==> src/rtl/mdclcg_pkg.sv <==
// Shared types and constants for the coupled two-LCG bit sequencer.
package mdclcg_pkg;
  localparam int WIDTH_C = 64;
  localparam int R1_DEF  = 5;
  localparam int R2_DEF  = 7;

  typedef enum logic [2:0] {
    IDLE   = 3'd0,
    CALC_X = 3'd1,
    CALC_Y = 3'd2,
    CMP    = 3'd3,
    EMIT   = 3'd4
  } state_t;
endpackage

==> src/rtl/mdclcg_coupled_sequencer_if.sv <==
// Adder operand/sum bus and packed-word valid/ready stream of the sequencer.
interface mdclcg_coupled_sequencer_if
  import mdclcg_pkg::*;
#(
  parameter int WIDTH = WIDTH_C,
  parameter int OUT_W = 32
);
  logic [WIDTH-1:0] add_in_1;
  logic [WIDTH-1:0] add_in_2;
  logic [WIDTH-1:0] add_in_3;
  logic             add_c_in;
  logic [WIDTH:0]   add_sum;
  logic             out_valid;
  logic             out_ready;
  logic [OUT_W-1:0] out_word;

  modport master (
    output add_in_1, add_in_2, add_in_3, add_c_in, out_valid, out_word,
    input  add_sum, out_ready
  );

  modport slave (
    input  add_in_1, add_in_2, add_in_3, add_c_in, out_valid, out_word,
    output add_sum, out_ready
  );
endinterface

==> src/rtl/mdclcg_word_packer.sv <==
// Shifts comparison bits into an OUT_W-bit word (first bit ends in the MSB)
// and holds the finished word valid until the consumer accepts it.
module mdclcg_word_packer
  import mdclcg_pkg::*;
#(
  parameter int OUT_W = 32
) (
  input  logic             clk,
  input  logic             rst,
  input  logic             clr,
  input  logic             shift_en,
  input  logic             bit_in,
  input  logic             ready,
  output logic [OUT_W-1:0] word,
  output logic             valid,
  output logic             last
);
  localparam int CNT_W = (OUT_W > 1) ? $clog2(OUT_W) : 1;

  logic [CNT_W-1:0] bit_cnt;

  assign last = shift_en && (bit_cnt == CNT_W'(OUT_W - 1));

  always_ff @(posedge clk or posedge rst) begin
    if (rst) begin
      word    <= '0;
      bit_cnt <= '0;
      valid   <= 1'b0;
    end else if (clr) begin
      word    <= '0;
      bit_cnt <= '0;
      valid   <= 1'b0;
    end else if (shift_en) begin
      word <= {word[OUT_W-2:0], bit_in};
      if (last) begin
        bit_cnt <= '0;
        valid   <= 1'b1;
      end else begin
        bit_cnt <= bit_cnt + 1'b1;
      end
    end else if (valid && ready) begin
      valid <= 1'b0;
    end
  end
endmodule

==> src/rtl/mdclcg_coupled_sequencer.sv <==
// Two coupled LCGs time-sharing one external 3-operand adder; emits (x > y) bits
// packed into words. Define MDCLCG_DECIM_EN to keep only bits where x[63] = 1.
module mdclcg_coupled_sequencer
  import mdclcg_pkg::*;
#(
  parameter int WIDTH = WIDTH_C,
  parameter int R1    = R1_DEF,
  parameter int R2    = R2_DEF,
  parameter int OUT_W = 32
) (
  input  logic                      clk,
  input  logic                      rst,
  input  logic                      run,
  input  logic                      seed_valid,
  input  logic [WIDTH-1:0]          seed_x,
  input  logic [WIDTH-1:0]          seed_y,
  input  logic [WIDTH-1:0]          b1,
  input  logic [WIDTH-1:0]          b2,
  mdclcg_coupled_sequencer_if.master bus,
  output logic                      busy
);
  state_t           state;
  state_t           state_next;
  logic [WIDTH-1:0] x;
  logic [WIDTH-1:0] y;
  logic             seeded;
  logic [WIDTH-1:0] sum;
  logic             sum_carry_unused;
  logic             cmp_bit;
  logic             take_bit;
  logic             shift_en;
  logic             word_last;
  logic             word_valid;
  logic [OUT_W-1:0] word;

  // Only the low WIDTH bits of the sum matter: all state math wraps mod 2^WIDTH.
  assign sum              = bus.add_sum[WIDTH-1:0];
  assign sum_carry_unused = bus.add_sum[WIDTH];
  assign cmp_bit          = (x > y);

`ifdef MDCLCG_DECIM_EN
  assign take_bit = x[WIDTH-1];
`else
  assign take_bit = 1'b1;
`endif

  assign shift_en = (state == CMP) && take_bit && !seed_valid;

  mdclcg_word_packer #(
    .OUT_W (OUT_W)
  ) u_packer (
    .clk      (clk),
    .rst      (rst),
    .clr      (seed_valid),
    .shift_en (shift_en),
    .bit_in   (cmp_bit),
    .ready    (bus.out_ready),
    .word     (word),
    .valid    (word_valid),
    .last     (word_last)
  );

  assign bus.out_word  = word;
  assign bus.out_valid = word_valid;
  assign bus.add_c_in  = 1'b0;
  assign busy          = (state != IDLE);

  always_ff @(posedge clk or posedge rst) begin
    if (rst) begin
      state  <= IDLE;
      x      <= '0;
      y      <= '0;
      seeded <= 1'b0;
    end else begin
      state <= state_next;
      if (seed_valid) begin
        x      <= seed_x;
        y      <= seed_y;
        seeded <= 1'b1;
      end else if (state == CALC_X) begin
        x <= sum;
      end else if (state == CALC_Y) begin
        y <= sum;
      end
    end
  end

  always_comb begin
    bus.add_in_1 = '0;
    bus.add_in_2 = '0;
    bus.add_in_3 = '0;
    state_next   = state;
    case (state)
      IDLE: begin
        if (run && seeded) state_next = CALC_X;
      end
      CALC_X: begin
        bus.add_in_1 = x << R1;
        bus.add_in_2 = x;
        bus.add_in_3 = b1;
        state_next   = CALC_Y;
      end
      CALC_Y: begin
        bus.add_in_1 = y << R2;
        bus.add_in_2 = y;
        bus.add_in_3 = b2;
        state_next   = CMP;
      end
      CMP: begin
        if (word_last)  state_next = EMIT;
        else if (run)   state_next = CALC_X;
        else            state_next = IDLE;
      end
      EMIT: begin
        if (bus.out_ready) state_next = run ? CALC_X : IDLE;
      end
      default: state_next = IDLE;
    endcase
    // A seed load restarts from any state, discarding a pending word.
    if (seed_valid) state_next = run ? CALC_X : IDLE;
  end
endmodule
==> src/flat_wrapper.sv <==
// flat-port wrapper written by rule: the top's interface ports become plain ports
module mdclcg_coupled_sequencer_flat import mdclcg_pkg::*;
#(
  parameter int WIDTH = WIDTH_C,
  parameter int R1    = R1_DEF,
  parameter int R2    = R2_DEF,
  parameter int OUT_W = 32
)
  (clk, rst, run, seed_valid, seed_x, seed_y, b1, b2, busy, bus_add_in_1, bus_add_in_2, bus_add_in_3, bus_add_c_in, bus_out_valid, bus_out_word, bus_add_sum, bus_out_ready);
  mdclcg_coupled_sequencer_if #(.WIDTH(WIDTH), .OUT_W(OUT_W)) bus_i ();
  input  logic clk;
  input  logic rst;
  input  logic run;
  input  logic seed_valid;
  input  logic [WIDTH-1:0] seed_x;
  input  logic [WIDTH-1:0] seed_y;
  input  logic [WIDTH-1:0] b1;
  input  logic [WIDTH-1:0] b2;
  output logic busy;
  output wire logic [$bits(bus_i.add_in_1)-1:0] bus_add_in_1;
  output wire logic [$bits(bus_i.add_in_2)-1:0] bus_add_in_2;
  output wire logic [$bits(bus_i.add_in_3)-1:0] bus_add_in_3;
  output wire logic [$bits(bus_i.add_c_in)-1:0] bus_add_c_in;
  output wire logic [$bits(bus_i.out_valid)-1:0] bus_out_valid;
  output wire logic [$bits(bus_i.out_word)-1:0] bus_out_word;
  input wire logic [$bits(bus_i.add_sum)-1:0] bus_add_sum;
  input wire logic [$bits(bus_i.out_ready)-1:0] bus_out_ready;
  assign bus_add_in_1 = bus_i.add_in_1;
  assign bus_add_in_2 = bus_i.add_in_2;
  assign bus_add_in_3 = bus_i.add_in_3;
  assign bus_add_c_in = bus_i.add_c_in;
  assign bus_out_valid = bus_i.out_valid;
  assign bus_out_word = bus_i.out_word;
  assign bus_i.add_sum = bus_add_sum;
  assign bus_i.out_ready = bus_out_ready;
  mdclcg_coupled_sequencer #(.WIDTH(WIDTH), .R1(R1), .R2(R2), .OUT_W(OUT_W)) u_core (.clk(clk), .rst(rst), .run(run), .seed_valid(seed_valid), .seed_x(seed_x), .seed_y(seed_y), .b1(b1), .b2(b2), .bus(bus_i), .busy(busy));
endmodule
==> config.mk <==
export PLATFORM = sky130hd
export DESIGN_NAME = mdclcg_coupled_sequencer_flat
export DESIGN_NICKNAME = d
export VERILOG_FILES = /design/src/rtl/mdclcg_pkg.sv /design/src/rtl/mdclcg_coupled_sequencer_if.sv /design/src/rtl/mdclcg_word_packer.sv /design/src/rtl/mdclcg_coupled_sequencer.sv /design/src/flat_wrapper.sv
export SDC_FILE = /design/constraint.sdc
export NUM_CORES = 1
export LEC_CHECK = 0
export CELL_PAD_IN_SITES_DETAIL_PLACEMENT = 2
export CELL_PAD_IN_SITES_GLOBAL_PLACEMENT = 2
export CORE_AREA = 5 5 210 253
export CTS_BUF_LIST = sky130_fd_sc_hd__clkbuf_4 sky130_fd_sc_hd__clkbuf_8 sky130_fd_sc_hd__clkbuf_16
export DETAILED_ROUTE_END_ITERATION = 12
export DIE_AREA = 0 0 215 258
export PLACE_DENSITY = 0.91
export SLEW_MARGIN = 15
export SYNTH_ARGS = -nofsm -noshare
export SYNTH_HDL_FRONTEND = slang
export SYNTH_HIERARCHICAL = 1
export SYNTH_SLANG_ARGS = --single-unit
export TNS_END_PERCENT = 50
==> constraint.sdc <==
create_clock -name clk -period 5.45 [get_ports clk]
set_clock_uncertainty 0.1 [all_clocks]
set_input_delay 1.09 -clock clk [delete_from_list [all_inputs] [get_ports clk]]
set_output_delay 1.09 -clock clk [all_outputs]
set_load 0.05 [all_outputs]
==> out/qor.txt <==
WL/cell -> 22.3 um
H-tree levels -> 4
most common cell in the synthesized netlist -> nand2_1
Adder-Cell Fraction of Synth Area -> 7.54%
gr usage total -> 19.6%
DP Cell Count -> 2476
met2 usage in global routing -> 33.7%
synthesized cell area -> 11000 um^2
register area share after synthesis -> 38.8%
nets -> 2236
Worst-Skew Late Latency -> 500 ps
maximum VDD drop -> 0.000264 V
Routed Antenna Nets -> 0
synth warn -> 6
status -> completed
Cell Area, Placed -> 16900 um^2
Avg Synthesized Cell Area -> 8.06 um^2
GR met1 Demand/Resource -> 23.4%
total grt overflow -> 0
largest family of logic cells by synthesized area -> simple AND/OR/NAND/NOR gates
Hold Buf Count CTS -> 0
largest net degree at the start of global routing -> 157
number of synthesized flops with an enable pin -> 0
PortBufs -> 545
CTS tree -> built
FFs w/ async S/R, synth -> 100%
sequential power share -> 24.6%
Vert. Die Dim -> 258 um
RD Place Congestion -> 0.938
DRC -> 0
crit path max fanout -> 156
clk sink count -> 170
clk slew on worst S/H paths -> 80 ps
root buffer cell -> clkbuf_16
Synth top area share -> 38.8%
largest area contributor in the synthesized netlist -> dfrtp_1
core area -> 50700 um^2
initial core utilization -> 21.6%
Post-CTS Setup Bufs -> 0
complex-gate fraction of the synthesized area -> 18.0%
crit path kind -> reg -> out
WHS -> 372 ps
Int Power -> 0.00327 W
DR iter-0 viols -> 574
maximum clock rate -> 0.220 GHz
post-route minimum period -> 4550 ps
final WL -> 56.1 mm
P_sw -> 0.00292 W
Seq cells post-synth -> 170
Clock Path Buffers -> 2
crit path launch type -> flip-flop
die extent in x -> 215 um
met3 usage -> 6.62%
Final Hold Violating Endpoints -> 0
reg2reg path depth -> 10
Row Count -> 91
Synth Instances -> 1359
global-route wire length before repair -> 84.0 mm
die area -> 55500 um^2
slew at the pin closest to its max-slew limit -> 1110 ps
Sw Ratio -> 47.2%
design area -> 17500 um^2
multiplexer area fraction after synthesis -> 8.97%
Post-Synth XOR/XNOR Area -> 0.0799%
Synth cell types -> 47
Hold Crit Depth -> 1
Resized cells post-CTS -> 0
Layout Cells excl Fill -> 2513
drt via density -> 4.73
PD cells -> 353 nW/um^2
DRT Pass-1 Iters -> 4
RSZ-0062 raised after global routing -> no
max_cap viols -> 0
share of cells above drive strength 1 -> 3.02%
arrival time worst endpoint -> 3360 ps
leakage power -> 7.77 nW
Ports -> 553
setup violators final -> 0
Min-Delay Path Class -> reg -> reg
top cells by area, synth -> dfrtp_1 39%, nand2_1 13%, mux2i_1 8.9%, ha_1 7.5%, a22o_1 5.8%
period utilization -> 83.5%
simple-gate share of the synthesized area -> 19.4%
Commonest cells post-synth -> 371 x nand2_1, 170 x dfrtp_1, 105 x nor2_1
post-detail-place hpwl -> 43.8 mm
TNS Setup -> 0 ps
vias in the first global route -> 13600
initial antenna violation count -> 12
critical path capture point type -> primary output
P&R area growth vs syn -> 59.8%
Combinational Power Share -> 54.4%
worst rel slew slack -> 25.8%
Clock Power Share -> 21.0%
Top FF cell, synth -> dfrtp_1
Inserted Clock Buffers -> 17
fin. max-slew vios -> 0
critical path required time -> 4260 ps
vias post-DR -> 11900
total power draw -> 0.00619 W
Most Crowded Layer GR -> met2
cell usage in the layout, fill, tap and decap left out, types with 17 or more instances in the layout:
master	instances
mux2i_1	97
nor2_1	105
clkdlybuf4s50_1	544
nand2_1	371
a22o_1	73
ha_1	66
clkbuf_16	17
o21ai_0	47
inv_1	68
o21ai_1	94
dfrtp_1	170
a21oi_1	99
sequential cells by signal, summed over array words and instances, names as in the netlist:
| name | flops |
|---|---|
| u_core/y | 64 |
| u_core/state | 3 |
| u_core/x | 64 |
| u_core/u_packer/bit_cnt | 5 |
| u_core/u_packer/valid | 1 |
| u_core/u_packer/word | 32 |
| u_core/seeded | 1 |
worst max-delay path, stage by stage, from the launching register on:
cell	delay [ps]
dfrtp_1	530
inv_2	90
nor3_4	290
buf_12	450
a22o_1	400
clkdlybuf4s50_1	870
layout make-up:
type                       instances  area (um^2)
antenna                            6         15.0
clock buffer                      18          433
clock inverter                    13          156
fill                            5706        33200
inverter                          70          268
multi-input combinational       1027         5960
sequential                       170         4250
tap                              651          815
timing repair buffer             558         5610
power groups by stage:
stage,logic (W),registers (W),clock network (W)
floorplan,0.00214,0.00149,0
global placement,0.00328,0.00153,0
detailed placement,0.00338,0.00154,0
CTS,0.00340,0.00152,0.00136
global route,0.00357,0.00154,0.00140
finish,0.00337,0.00152,0.00130
layer usage:
metal | wire length (um) | vias up
met1 | 23300 | 5912
met3 | 3890 | 59
met4 | 1040 | 8
li1 | - | 5572
met2 | 27800 | 335
met5 | 61 | -
worst paths after layout:
path	from	to	slack, ps
max	u_core/state[1]	bus_add_in_3[45]	900
min	u_core/seeded	u_core/seeded	370
max reg2reg	u_core/y[50]	u_core/u_packer/word[0]	2320
min reg2reg	u_core/seeded	u_core/seeded	370
max in group asynchronous	rst	u_core/y[14]	3060
min in group asynchronous	rst	u_core/u_packer/word[30]	1120
metrics by stage:
step / setup WS (ps) / utilization (%)
finish: 899 / 34.6
floorplan: 734 / -
global placement: 1540 / 33.4
global route: 713 / 34.5
CTS: 895 / 34.5
detailed placement: 1470 / 33.4
cells by family after synthesis:
logic type                 count (synthesis)
and+or+nand+nor                          526
adders and majority gates                 66
xor gates and xnor gates                   1
buffers and inverters                    167
AOI/OAI and AO/OA                        330
muxes                                     98
DFF                                      170
other                                      1
Note: power is estimated with default switching activity, not from simulation.
